<file path="src/rtl/uart_rx_controller.sv">
// UART receive sequencer: start detection, 3-sample majority voting per bit,
// parity/framing checks and a valid/ready output register with overrun flag.
module uart_rx_controller #(
    parameter int DATA_BITS       = 8,
    parameter int SAMPLES_PER_BIT = 16,
    parameter int PARITY_ODD      = 0
) (
    input  logic                 clk,
    input  logic                 reset,
    input  logic                 RxD,
    input  logic                 Rx_EN,
    input  logic                 Rx_sample_ENABLE,
    input  logic                 Rx_READY,
    output logic [DATA_BITS-1:0] Rx_DATA,
    output logic                 Rx_VALID,
    output logic                 Rx_PERROR,
    output logic                 Rx_FERROR,
    output logic                 Rx_OVERRUN,
    output logic                 Rx_BUSY
);

    localparam int TW  = $clog2(SAMPLES_PER_BIT);
    localparam int BW  = $clog2(DATA_BITS + 1);
    localparam int MID = SAMPLES_PER_BIT / 2;

    localparam logic [TW-1:0] TICK_S0   = TW'(MID - 1);
    localparam logic [TW-1:0] TICK_S1   = TW'(MID);
    localparam logic [TW-1:0] TICK_S2   = TW'(MID + 1);
    localparam logic [TW-1:0] TICK_LAST = TW'(SAMPLES_PER_BIT - 1);
    localparam logic [BW-1:0] BIT_LAST  = BW'(DATA_BITS - 1);
    localparam logic          PAR_ODD   = (PARITY_ODD != 0);

    typedef enum logic [2:0] {
        S_IDLE, S_START, S_DATA, S_PARITY, S_STOP, S_DELIVER, S_BREAK
    } state_t;

    state_t                 state, state_next;
    logic                   rxd_meta, rxd_s;
    logic [TW-1:0]          tick_cnt;
    logic [BW-1:0]          bit_cnt;
    logic [DATA_BITS-1:0]   shreg;
    logic [2:0]             samp;
    logic                   perr, ferr;
    logic                   tick, end_tick, in_frame, s2_eff, bit_val;
    logic                   consume, deliver;

    assign tick     = Rx_sample_ENABLE;
    assign end_tick = tick && (tick_cnt == TICK_LAST);
    assign in_frame = (state == S_START) || (state == S_DATA) ||
                      (state == S_PARITY) || (state == S_STOP);
    // With SAMPLES_PER_BIT=4 the third sample lands on the end tick itself.
    assign s2_eff   = (tick_cnt == TICK_S2) ? rxd_s : samp[2];
    assign bit_val  = (samp[0] & samp[1]) | (samp[0] & s2_eff) | (samp[1] & s2_eff);
    assign consume  = Rx_VALID && Rx_READY;
    assign deliver  = (state == S_DELIVER) && Rx_EN;
    assign Rx_BUSY  = (state != S_IDLE);

    always_ff @(posedge clk or negedge reset) begin
        if (!reset) begin
            rxd_meta <= 1'b1;
            rxd_s    <= 1'b1;
        end else begin
            // NOTE: sequential state always uses non-blocking assignments so every flop samples pre-edge values.
            rxd_meta <= RxD;
            rxd_s    <= rxd_meta;
        end
    end

    always_ff @(posedge clk or negedge reset) begin
        if (!reset) state <= S_IDLE;
        else        state <= state_next;
    end

    always_comb begin
        // NOTE: default assignment first so no path leaves state_next unassigned (no latch).
        state_next = state;
        case (state)
            S_IDLE:    if (tick && !rxd_s) state_next = S_START;
            S_START:   if (end_tick) state_next = bit_val ? S_IDLE : S_DATA;
            S_DATA:    if (end_tick && bit_cnt == BIT_LAST) state_next = S_PARITY;
            S_PARITY:  if (end_tick) state_next = S_STOP;
            S_STOP:    if (end_tick) state_next = S_DELIVER;
            S_DELIVER: state_next = ferr ? S_BREAK : S_IDLE;
            S_BREAK:   if (tick && rxd_s) state_next = S_IDLE;
            default:   state_next = S_IDLE;
        endcase
        if (!Rx_EN) state_next = S_IDLE;
    end

    always_ff @(posedge clk or negedge reset) begin
        if (!reset) begin
            tick_cnt <= '0;
            bit_cnt  <= '0;
            shreg    <= '0;
            samp     <= '0;
            perr     <= 1'b0;
            ferr     <= 1'b0;
        end else if (!Rx_EN) begin
            tick_cnt <= '0;
            bit_cnt  <= '0;
        end else if (state == S_IDLE) begin
            // The start-detecting tick is tick 0 of the start bit.
            if (tick && !rxd_s) tick_cnt <= TW'(1);
        end else if (in_frame && tick) begin
            tick_cnt <= end_tick ? '0 : tick_cnt + 1'b1;
            if (tick_cnt == TICK_S0) samp[0] <= rxd_s;
            if (tick_cnt == TICK_S1) samp[1] <= rxd_s;
            if (tick_cnt == TICK_S2) samp[2] <= rxd_s;
            if (end_tick) begin
                case (state)
                    S_START:  bit_cnt <= '0;
                    S_DATA: begin
                        shreg   <= {bit_val, shreg[DATA_BITS-1:1]};
                        bit_cnt <= bit_cnt + 1'b1;
                    end
                    S_PARITY: perr <= bit_val ^ (^shreg) ^ PAR_ODD;
                    S_STOP:   ferr <= ~bit_val;
                    default:  ;
                endcase
            end
        end
    end

    always_ff @(posedge clk or negedge reset) begin
        if (!reset) begin
            Rx_DATA    <= '0;
            Rx_VALID   <= 1'b0;
            Rx_PERROR  <= 1'b0;
            Rx_FERROR  <= 1'b0;
            Rx_OVERRUN <= 1'b0;
        end else if (deliver) begin
            Rx_DATA   <= shreg;
            Rx_PERROR <= perr;
            Rx_FERROR <= ferr;
            Rx_VALID  <= 1'b1;
            if (Rx_VALID && !Rx_READY) Rx_OVERRUN <= 1'b1;
            else if (consume)          Rx_OVERRUN <= 1'b0;
        end else if (consume) begin
            Rx_VALID   <= 1'b0;
            Rx_OVERRUN <= 1'b0;
        end
    end

endmodule

</file>
<file path="config.mk">
export PLATFORM = sky130hd
export DESIGN_NAME = uart_rx_controller
export DESIGN_NICKNAME = d
export VERILOG_FILES = /design/src/rtl/uart_rx_controller.sv
export SDC_FILE = /design/constraint.sdc
export NUM_CORES = 1
export LEC_CHECK = 0
export CAP_MARGIN = 20
export CORE_ASPECT_RATIO = 0.5
export CORE_UTILIZATION = 33
export DETAILED_ROUTE_END_ITERATION = 8
export HOLD_SLACK_MARGIN = 0.08
export MAX_ROUTING_LAYER = met4
export PLACE_DENSITY_LB_ADDON = 0.15
export SETUP_SLACK_MARGIN = 0.4
export SYNTH_ARGS = -nofsm -noshare
export SYNTH_HDL_FRONTEND = slang
export SYNTH_SLANG_ARGS = --single-unit
</file>
<file path="constraint.sdc">
create_clock -name clk -period 2.7 [get_ports clk]
set_input_delay 0.405 -clock clk [delete_from_list [all_inputs] [get_ports clk]]
set_output_delay 0.405 -clock clk [all_outputs]
set_load 0.05 [all_outputs]
</file>
==> impl_metrics.py, run 1 <==
metrics = {
    "detailed_routing": {
        "via_count": 1279,
        "first_pass_iters": 6,
        "viasPerCell": 4.919,
        "routed_wl_um": 3442,
        "drtIter0Drc": 30,
        "final_antenna_net_count": 0,
        "drc": 0,
        "routedWlPerCell_um": 13.24,
    },
    "synth": {
        "synth-seq-cells": 38,
        "ys_types": 38,
        "synth_top_cell_area_share_pct": 47.87,
        "ys_seq_area_share_pct": 50.66,
        "synth_fp_nets": 177,
        "ys_top_cells_by_area": "dfrtp_1 (48%), mux2_2 (13%), xnor2_1 (4.2%)",
        "netlist_area_mm2": 0.001882,
        "yosys_warnings": 0,
        "synth_top_cell_by_area": "dfrtp_1",
        "synth_cells": 167,
        "avgSynthCellArea_um2": 11.27,
    },
    "run_status": {
        "status": "finished clean",
    },
    "die": {
        "die_area_mm2": 0.006027,
        "die_w_um": 108.8,
        "core_mm2": 0.005202,
        "die_h_um": 55.40,
        "io_pins": 19,
        "fp-row-count": 18,
        "start_util_pct": 36.17,
    },
    "clock_tree": {
        "clockBufferDepth": 2,
        "cts_tree": "yes",
        "cts_resized": 1,
        "worst_skew_pair.late_latency_ns": 0.27,
        "cts_hold_buf": 0,
        "post_cts_buffers": 0,
        "numCtsBuffers": 5,
        "root_buffer": "clkbuf_16",
        "cts.sinks": 38,
        "htreeDepth": 2,
        "clk_pin_slew_ns": 0.06,
    },
    "global_routing": {
        "grt_max_degree": 39,
        "grt_util_all_layers_pct": 13.51,
        "grt_pass1_vias": 1290,
        "grt_antenna_before_repair": 0,
        "grt_first_pass_wirelength_um": 6154,
        "gr-total-overflow": 0,
    },
    "placed_design": {
        "dp.cells": 252,
        "gp_congestion": 0.8037,
        "io_buffers": 18,
        "dp_hpwl_um": 2372,
    },
    "timing": {
        "relSlewSlack_pct": 44.08,
        "finalSetupTns_ns": 0,
        "setup_violations": 0,
        "hold_viol_final": 0,
        "max_freq_mhz": 469.1,
        "worstMarginPinSlew_ns": 0.8388,
        "drv_slew": 0,
        "fin_worst_skew_ns": 0.003594,
        "hold_ws_ns": 0.2320,
        "fin_crit_ns": 2.132,
        "rsz0062_at_grt": "no",
        "final.period_utilization_pct": 78.95,
    },
    "layout": {
        "final_cell_mix": "dfrtp_1 (36), mux2_2 (22), clkdlybuf4s50_1 (16), o21ai_0 (11)",
        "layout-drive-gt1-share_pct": 22.63,
        "layout.cells.non_filler": 260,
        "nets": 199,
        "mostFrequentLayoutCell": "dfrtp_1",
        "area_growth_syn_to_layout_pct": 24.27,
        "antennaDiodeCount": 0,
    },
    "worst_setup_path": {
        "cpMaxStageDelayCell": "or3_1",
        "path_class": "flip-flop to primary output",
        "required_ns": 2.30,
        "end_kind": "primary output",
        "max_stage_delay_ns": 0.50,
        "worstPathArrival_ns": 1.73,
        "cp_max_fo": 11,
        "cp_cell_sequence": "or3_1 > dlygate4sd2_1",
        "startpoint_type": "flip-flop",
    },
    "run": {
        "cap_violations": 0,
    },
    "power": {
        "power_density_mw_per_mm2": 721.3,
        "ir_drop_mv": 0.3348,
        "power_leakage_nw": 1.048,
        "finalPower_mw": 1.687,
    },
    "worst_hold_path": {
        "hp-class": "input pin to async pin",
    },
}
## logic make-up (layout without fill, tap and decap cells)
family                   count (synthesis)  count (layout)  share of synthesized area (%)
AO/OA/AOI/OAI                           29              29                          10.97
XOR/XNOR                                 9               9                          4.189
adder cells (fa/ha/maj)                  5               5                          3.258
buffers and inverters                   15              38                          3.391
flip-flops                              38              38                          50.66
multiplexers                            24              24                          14.30
AND/OR/NAND/NOR                         47              47                          13.23
## power by group
part | switching (mW) | total [mW] | internal [mW]
logic | 0.171 | 0.281 | 0.111
registers | 0.0364 | 0.632 | 0.595
clock network | 0.219 | 0.774 | 0.554
total | 0.427 | 1.69 | 1.26
## path summary, 6_finish.rpt
kind                                           start                 endpoint  slack, ns  depth (start not counted)
worst max-delay path            state[2]$_DFFE_PN0P_                  Rx_BUSY       0.57                          2
worst min-delay path                           reset    Rx_PERROR$_DFFE_PN0P_       0.23                          1
min in group clk                  rxd_meta$_DFF_PN1_          rxd_s$_DFF_PN1_       0.36                          0
max in group asynchronous                      reset  tick_cnt[1]$_DFFE_PN0P_       1.94                          1
worst min register to register    rxd_meta$_DFF_PN1_          rxd_s$_DFF_PN1_       0.36                          0
worst max register to register  state[0]$_DFFE_PN0P_      samp[1]$_DFFE_PN0P_       0.68                          6
## stage by stage
step           instance area [um^2]  setup slack, ns  util [%]
2_1_floorplan                  1882           0.5017         -
3_3_place_gp                   2141           0.2999     41.15
3_5_place_dp                   2141           0.3099     41.15
4_1_cts                        2338           0.5569     44.95
5_1_grt                        2338           0.4591     44.95
6_report                       2338           0.5684     44.95
## synthesized netlist by cell type
library cell   n
or4b_4         1
a21o_1         1
a21boi_0       1
or3_1          1
nor3_1         4
ha_1           4
o21ai_1        1
dfrtp_1       36
buf_2          3
o41a_1         1
mux2_1         1
o221a_2        1
a31oi_1        2
nor2_1         9
o2111ai_1      1
a2bb2oi_1      1
a21oi_1        2
nand3b_1       3
mux2_2        22
and2_1         2
xnor2_1        9
maj3_2         1
a211oi_1       1
a31oi_4        1
nor2b_1        4
inv_1          8
buf_4          1
nand4_1        1
mux2i_1        1
dfstp_2        2
o21ai_0       11
nand2_1       10
and4bb_2       1
a22o_1         2
or2_4          1
clkbuf_1       3
o31ai_1        3
nand3_1       10
## critical path, delay by kind of cell, from the launching register on
kind	cells	cell delay, ns
AND/OR/NAND/NOR	1	0.50
flip-flops	1	0.49
buffers and inverters	1	0.46
## layout make-up
type                    count  area [um^2]
well taps                  70        87.58
fillers                   496         2864
flip-flops and latches     38        953.4
multi-input cells         114        864.6
repair buffers             22        203.9
clock inverters             2        60.06
clock buffers               6        138.9
inverters                   8        30.03
## routing by layer
layer	global-route usage, %	wire (um)	up-vias
met5	-	0	-
met3	4.486	112	2
li1	-	-	635
met4	2.896	23	0
met1	18.75	1887	625
met2	18.99	1420	17
## sequential cells by signal, indices dropped and copies added, names as in the netlist, named ones only
| signal | flops |
|---|---|
| Rx_DATA | 8 |
| shreg | 8 |
| bit_cnt | 4 |
| tick_cnt | 4 |
| samp | 3 |
| state | 3 |
| Rx_FERROR | 1 |
| Rx_PERROR | 1 |
| Rx_VALID | 1 |
| ferr | 1 |
| perr | 1 |
| rxd_meta | 1 |
| rxd_s | 1 |
(Power assumes the default switching activity.)
==> run 2: changes to the inputs <==
==> constraint.sdc (replaced) <==
create_clock -name clk -period 1.97 [get_ports clk]
set_input_delay 0.2955 -clock clk [delete_from_list [all_inputs] [get_ports clk]]
set_output_delay 0.2955 -clock clk [all_outputs]
set_load 0.05 [all_outputs]
==> impl_metrics.py, run 2 (synthesis results as in run 1) <==
metrics = {
    "worst_setup_path": {
        "crit_buf_inv": 2,
        "cp_cell_sequence": "buf_6 > ha_4 > nand4_1 > nor3_4 > buf_4 > and2_4 > mux2_4",
        "worstReg2RegStart": "tick_cnt[0]$_DFFE_PN0P_",
        "worstPathArrival_ns": 2.12,
        "rr_worst_depth": 7,
        "crit_family": "simple AND/OR/NAND/NOR gates",
        "rrSetupSlack_ns": 0.02,
        "cpMaxStageDelayCell": "dfrtp_2",
        "required_ns": 2.14,
        "path_class": "flip-flop to flip-flop",
        "r2r_end": "shreg[1]$_DFFE_PN0P_",
        "startpoint_type": "flip-flop",
        "end_kind": "flip-flop",
        "cp_max_fo": 4,
        "max_stage_delay_ns": 0.43,
    },
    "power": {
        "power_density_mw_per_mm2": 884.0,
        "power_leakage_nw": 1.302,
        "finalPower_mw": 2.513,
        "ir_drop_mv": 0.3973,
    },
    "die": {
        "core_mm2": 0.005202,
        "die_area_mm2": 0.006027,
        "die_w_um": 108.8,
        "fp-row-count": 18,
        "start_util_pct": 36.17,
        "die_h_um": 55.40,
        "io_pins": 19,
    },
    "timing": {
        "setup_violations": 0,
        "relSlewSlack_pct": 67.15,
        "worstMarginPinSlew_ns": 0.4947,
        "hold_viol_final": 0,
        "max_freq_mhz": 511.9,
        "rsz0062_at_grt": "yes",
        "hold_ws_ns": 0.3537,
        "drv_slew": 0,
        "final.period_utilization_pct": 99.16,
        "fin_crit_ns": 1.953,
        "fin_worst_skew_ns": 0.005208,
    },
    "clock_tree": {
        "cts.sinks": 38,
        "worst_skew_pair.late_latency_ns": 0.29,
        "cts_tree": "yes",
        "clockBufferDepth": 2,
        "root_buffer": "clkbuf_16",
        "clk_pin_slew_ns": 0.06,
        "htreeDepth": 2,
        "numCtsBuffers": 5,
    },
    "layout": {
        "layout-drive-gt1-share_pct": 47.09,
        "mostFrequentLayoutCell": "dfrtp_1",
        "fillerInstances": 455,
        "reg_top3": "Rx_DATA x8, shreg x8",
        "fin_util_pct": 54.64,
        "area_growth_syn_to_layout_pct": 51.06,
        "antennaDiodeCount": 0,
        "final_cell_mix": "dfrtp_1 (34), buf_4 (24), mux2_4 (13), dlygate4sd2_1 (13)",
        "nets": 232,
    },
    "global_routing": {
        "grt_first_pass_wirelength_um": 6796,
        "grt_pass1_vias": 1399,
        "grt_util_all_layers_pct": 15.62,
        "grt_antenna_before_repair": 0,
        "grt_max_degree": 39,
        "gr-total-overflow": 0,
    },
    "worst_hold_path": {
        "hp-class": "flip-flop to flip-flop",
        "hold_end": "rxd_s$_DFF_PN1_",
        "holdCritStartpoint": "rxd_meta$_DFF_PN1_",
        "hold_depth": 0,
    },
    "placed_design": {
        "io_buffers": 18,
        "dp_hpwl_um": 2546,
        "gp_congestion": 0.7752,
    },
    "detailed_routing": {
        "drtIter0Drc": 64,
        "first_pass_iters": 4,
        "routed_wl_um": 4301,
        "viasPerCell": 4.928,
        "drc": 0,
        "via_count": 1444,
        "routedWlPerCell_um": 14.68,
        "final_antenna_net_count": 0,
    },
    "run_status": {
        "status": "finished clean",
    },
    "run": {
        "cap_violations": 0,
    },
}
[run 2: cell types whose count changed in the layout (fill, tap and decap cells not counted), sizes merged]
| cell | delta |
|---|---|
| clkinvlp | +2 |
| clkdlybuf4s50 | -13 |
| bufinv | -1 |
| dlygate4sd3 | +1 |
| dlygate4sd2 | +12 |
| buf | +32 |
| clkbuf | -1 |
| and2 | +1 |
[run 2: worst max path at each step]
stage / cells after the start / start / to
final: 7 / tick_cnt[0]$_DFFE_PN0P_ / shreg[1]$_DFFE_PN0P_
after global routing: 7 / tick_cnt[0]$_DFFE_PN0P_ / shreg[5]$_DFFE_PN0P_
after detailed placement: 6 / Rx_EN / perr$_DFFE_PN0P_
after CTS: 6 / tick_cnt[0]$_DFFE_PN0P_ / state[1]$_DFFE_PN0P_
after global placement: 6 / Rx_EN / perr$_DFFE_PN0P_
after floorplan: 6 / tick_cnt[0]$_DFFE_PN0P_ / shreg[1]$_DFFE_PN0P_
[run 2: metal layers]
| layer | global-route usage (%) | part of all wire [%] | vias to the layer above |
|---|---|---|---|
| li1 | - | - | 701 |
| met1 | 20.52 | 48 | 704 |
| met2 | 22.06 | 45 | 26 |
| met3 | 4.723 | 3.4 | 13 |
| met4 | 6.950 | 3.3 | 0 |
| met5 | - | 0 | - |
[run 2: layout make-up]
class                      count  area (um^2)  share of cell area (%)
clock buffer                   5        125.1                   4.401
clock inverter                 3        45.04                   1.585
inverter                       8        30.03                   1.056
multi-input combinational    115         1112                   39.13
sequential                    38        955.9                   33.63
tap                           70        87.58                   3.081
timing repair buffer          54        486.7                   17.12
[run 2: stage by stage]
step	cells	setup TNS (ns)	setup slack (ns)	instance area, um^2
2_1_floorplan	167	0	0.1186	1966
3_3_place_gp	268	-0.005096	-0.004119	2317
3_5_place_dp	268	-0.07108	-0.05854	2317
4_1_cts	287	0	0.03541	2624
5_1_grt	293	-0.3368	-0.07070	2843
6_report	293	0	0.01659	2843
[run 2: power by group]
group	leakage (nW)	total (mW)	switching [mW]	internal (mW)
Combinational	0.713	0.729	0.384	0.345
Sequential	0.513	0.856	0.0387	0.817
Clock	0.0760	0.928	0.332	0.597
Total	1.30	2.51	0.754	1.76
[run 2: timing repair]
item | CTS | global route
pin swaps | 8 | 19
endpoints found under the setup margin | 37 | 27
endpoints found under the hold margin | 29 | 0
hold buffers | 1 | 0
gates resized for setup | 31 | 45
cloned | 1 | 0
setup buffers | 9 | 6
